<file path="config.mk">
export PLATFORM = sky130hd
export DESIGN_NAME = regwrite_arbiter_m
export DESIGN_NICKNAME = d
export VERILOG_FILES = /design/src/rtl/regwrite_arbiter_m.sv
export SDC_FILE = /design/constraint.sdc
export NUM_CORES = 1
export LEC_CHECK = 0
export ABC_AREA = 1
export ABC_CLOCK_PERIOD_IN_PS = 4000
export BUFFER_PORTS_ARGS = -buffer_cell sky130_fd_sc_hd__buf_2
export CAP_MARGIN = 20
export CORE_MARGIN = 3
export CORE_UTILIZATION = 48
export DETAILED_ROUTE_END_ITERATION = 8
export PLACE_DENSITY = 0.86
export SYNTH_ARGS = -nofsm -noshare
export SYNTH_HDL_FRONTEND = slang
export SYNTH_SLANG_ARGS = --single-unit
</file>
<file path="constraint.sdc">
create_clock -name clk -period 4 [get_ports clk]
set_clock_uncertainty 0.1 [all_clocks]
set_input_delay 0.6 -clock clk [delete_from_list [all_inputs] [get_ports clk]]
set_output_delay 0.6 -clock clk [all_outputs]
set_load 0.005 [all_outputs]
</file>
<file path="src/rtl/regwrite_arbiter_m.sv">
// Round-robin arbiter merging ALU (A) and load (B) writebacks onto one register-file
// write port; writes to XZR (register 31) are discarded and counted.
module regwrite_arbiter_m (
  input  logic        clk,
  input  logic        reset_n,
  input  logic        aValid,
  input  logic [4:0]  aReg,
  input  logic [31:0] aData,
  output logic        aReady,
  input  logic        bValid,
  input  logic [4:0]  bReg,
  input  logic [31:0] bData,
  output logic        bReady,
  input  logic        stall,
  output logic        RegWrite,
  output logic [4:0]  writeRegister,
  output logic [31:0] writeData,
  output logic [7:0]  dropCount
);

  typedef enum logic [0:0] {
    ST_IDLE  = 1'b0,
    ST_WRITE = 1'b1
  } state_t;

  state_t      state_r;
  state_t      state_next_s;
  logic        prio_r;
  logic        a_grant_s;
  logic        b_grant_s;
  logic        xfer_s;
  logic [4:0]  sel_reg_s;
  logic [31:0] sel_data_s;

  // Grant selection; the reset_n term keeps both readys low during reset.
  always_comb begin
    a_grant_s = 1'b0;
    b_grant_s = 1'b0;
    if (reset_n && !stall) begin
      if (aValid && bValid) begin
        if (prio_r) begin
          b_grant_s = 1'b1;
        end else begin
          a_grant_s = 1'b1;
        end
      end else if (aValid) begin
        a_grant_s = 1'b1;
      end else if (bValid) begin
        b_grant_s = 1'b1;
      end else begin
        a_grant_s = 1'b0;
      end
    end else begin
      a_grant_s = 1'b0;
    end
  end

  assign aReady     = a_grant_s;
  assign bReady     = b_grant_s;
  assign xfer_s     = a_grant_s | b_grant_s;
  assign sel_reg_s  = b_grant_s ? bReg  : aReg;
  assign sel_data_s = b_grant_s ? bData : aData;

  // Next-state logic of the write-enable machine.
  always_comb begin
    state_next_s = ST_IDLE;
    case (state_r)
      ST_IDLE, ST_WRITE: begin
        if (xfer_s && (sel_reg_s != 5'd31)) begin
          state_next_s = ST_WRITE;
        end else begin
          state_next_s = ST_IDLE;
        end
      end
      default: state_next_s = ST_IDLE;
    endcase
  end

  // State register.
  always_ff @(posedge clk or negedge reset_n) begin
    if (!reset_n) begin
      state_r <= ST_IDLE;
    end else begin
      state_r <= state_next_s;
    end
  end

  assign RegWrite = (state_r == ST_WRITE);

  // Priority pointer, captured write target/data and XZR drop counter.
  always_ff @(posedge clk or negedge reset_n) begin
    if (!reset_n) begin
      prio_r        <= 1'b0;
      writeRegister <= 5'd0;
      writeData     <= 32'd0;
      dropCount     <= 8'd0;
    end else if (xfer_s) begin
      prio_r        <= a_grant_s;
      writeRegister <= sel_reg_s;
      writeData     <= sel_data_s;
      if ((sel_reg_s == 5'd31) && (dropCount != 8'd255)) begin
        dropCount <= dropCount + 8'd1;
      end
    end
  end

endmodule

</file>
==> key figures <==
Status
  – Status: finished clean

Clock tree
  – Gates resized, CTS repair: 0
  – Num CTS Buffers: 5
  – Clock buffer depth: 2
  – CTS clk-pin slew, worst paths: 0.09 ns
  – TritonCTS clock tree: done
  – Clock sink count: 47
  – CTS H-tree depth: 2
  – Number of setup buffers added after CTS: 0
  – Hold_buf cts: 0
  – Root buf cell: clkbuf_8
  – Worst-skew pair later-pin latency: 0.29 ns

Yosys
  – Synth top area share: 49.0%
  – Post-synth EDFFs: 0
  – Most frequent cell after synthesis: nand2_1
  – Area leader, netlist: dfrtp_1
  – Syn Inst Count: 284
  – Primary FF master, synth: dfrtp_1
  – Synth Area in Compound Gates: 15.9%
  – Largest family of logic cells by synthesized area: simple AND/OR/NAND/NOR gates
  – XOR/XNOR Fraction of Synth Area: 2.19%
  – Most instantiated cells after synthesis: 66 x nand2_1, 61 x a21oi_1, 47 x dfrtp_1
  – Synth Cell Area: 2400 um^2
  – Yosys warning count: 0
  – Simple-gate portion of the synthesized area: 25.8%
  – Ys async rst share: 100%
  – Mux cell area share after synthesis: 0%
  – FF+latch count, synth: 47
  – Sequential element share of the synthesized area: 49.0%
  – Synthesized Nets: 364
  – Cell variety after synth: 29
  – Top post-synthesis cells by area: dfrtp_1 49%, a21oi_1 13%, nand2_1 10%
  – Synth Area in Adders: 0.522%
  – Mapped Avg Cell Area: 8.45 um^2

Place
  – Placed cell area: 3020 um^2
  – PortBufs: 126
  – DP HPWL: 4.38 mm
  – Final GP Congestion: 0.826

Final layout
  – Fillers: 424
  – Nets: 484
  – Share of post-route cells with drive strength above 1: 38.5%
  – Final Cell Area: 3100 um^2
  – Area growth syn-to-layout: 29.2%
  – Multi-input logic area: 1060 um^2
  – FF/Latch Area: 1180 um^2
  – Ant. Diodes: 0

Detailed routing
  – Initial DRT Pass Iterations: 4
  – Initial DRC count: 76
  – WL final: 6.01 mm
  – Routed length per instance: 12.7 um
  – Via-per-instance ratio: 5.14
  – Post-DRT Antenna Nets: 0
  – Total number of vias: 2426
  – DR DRC count: 0

STA
  – Max-slew violations: 0
  – Hold slack: 0.324 ns
  – Fmax: 341 MHz
  – Slew @ Worst Pin: 0.667 ns
  – Min Tclk post-route: 2.93 ns
  – Final Hold Fails: 0
  – Setup TNS: 0 ns
  – RSZ-0062 raised after global routing: no
  – Final setup fails: 0
  – Slew margin rel.: 55.4%
  – Period utilization: 73.3%

Setup path
  – CP max FO: 40
  – CP endpoint kind: output port
  – Worst EP required: 3.30 ns
  – Worst EP arrival: 2.23 ns
  – CP Class: primary input to output port
  – Worst setup SP type: primary input
  – R2R cell count: 9

Hold path
  – Hold/Removal Path Class: primary input to asynchronous set/reset pin

GRT
  – Gr ovfl total: 0
  – Antenna violations before repair: 0
  – First-pass GRT wire length: 9.91 mm
  – Vias in the first global route: 2255
  – Total Routing Usage GR: 20.4%
  – Largest net degree at the start of global routing: 48

Die
  – Initial cell density of the core: 50.1%
  – I/O pin count: 127
  – Die height: 76.7 um
  – Die area: 5880 um^2
  – Core area: 4790 um^2
  – Die Wd: 76.7 um
  – Row count: 25

Power and ir drop
  – VDD IR max: 0.175 mV
  – LEAKAGE: 1.70 nW
  – Power per cell area: 401 nW/um^2

Job
  – Max cap viols: 0
## final timing paths
| check | start | endpoint | slack, ns |
|---|---|---|---|
| max in group asynchronous | reset_n | writeData[8] | 3.08 |
| min in group clk | writeRegister[1] | writeRegister[1] | 0.40 |
| worst min register to register | writeRegister[1] | writeRegister[1] | 0.40 |
| worst max register to register | prio_r | dropCount[1] | 1.32 |
| worst max-delay path | stall | bReady | 1.07 |
| worst min-delay path | reset_n | writeRegister[3] | 0.32 |
## metal layers
metal	wire, um	global-route usage, %	up-vias
li1	-	-	1186
met1	2610	26.5	1129
met2	2930	34.1	105
met3	432	4.34	6
met4	42	6.16	0
met5	0	0	-
## registers in the layout (all words and copies together), names as in the netlist
name / cells
RegWrite: 1
dropCount: 8
prio_r: 1
writeData: 32
writeRegister: 5
## critical path, stage by stage
cell,delay (ns)
buf_2,0.12
nor2_4,0.19
nand3_4,0.39
inv_2,0.67
buf_2,0.23
## layout make-up
class	count	area share [%]
well taps	67	2.71
flip-flops and latches	47	38.0
repair buffers	128	20.8
clock buffers	7	2.46
clock inverters	1	0.162
multi-input cells	210	34.3
inverters	12	1.53
## where the power goes
| part | total, W | switching (W) | internal (W) |
|---|---|---|---|
| logic | 0.000342 | 0.000181 | 0.000161 |
| registers | 0.000630 | 0.0000550 | 0.000575 |
| clock network | 0.000272 | 0.000149 | 0.000123 |
| total | 0.00124 | 0.000385 | 0.000859 |
## placed cells by master (no fill, tap or decap), types with 3 or more instances in the layout
| cell type | n |
|---|---|
| buf_2 | 126 |
| dfrtp_1 | 47 |
| nand2_2 | 3 |
| inv_2 | 5 |
| xor2_1 | 4 |
| nand2_1 | 66 |
| nor2_1 | 37 |
| nand4_1 | 14 |
| a21oi_2 | 4 |
| a21oi_1 | 61 |
| clkbuf_8 | 5 |
| inv_1 | 6 |
| o21ai_1 | 4 |
## through the flow
stage	power [W]	std cells	util, %	setup WS (ns)
finish	0.00124	472	64.7	1.07
global route	0.00133	472	64.7	0.953
CTS	0.00126	472	64.7	1.07
detailed placement	0.000987	464	63.0	0.885
global placement	0.000973	464	63.0	0.997
floorplan	0.000812	284	-	2.09
## logic make-up after synthesis
kind of cell / Yosys count
simple gates: 131
buf+inv: 27
fa+ha+maj: 1
flops: 47
xor+xnor: 6
compound gates: 72
No activity file was read; power rests on OpenSTA's default activity.
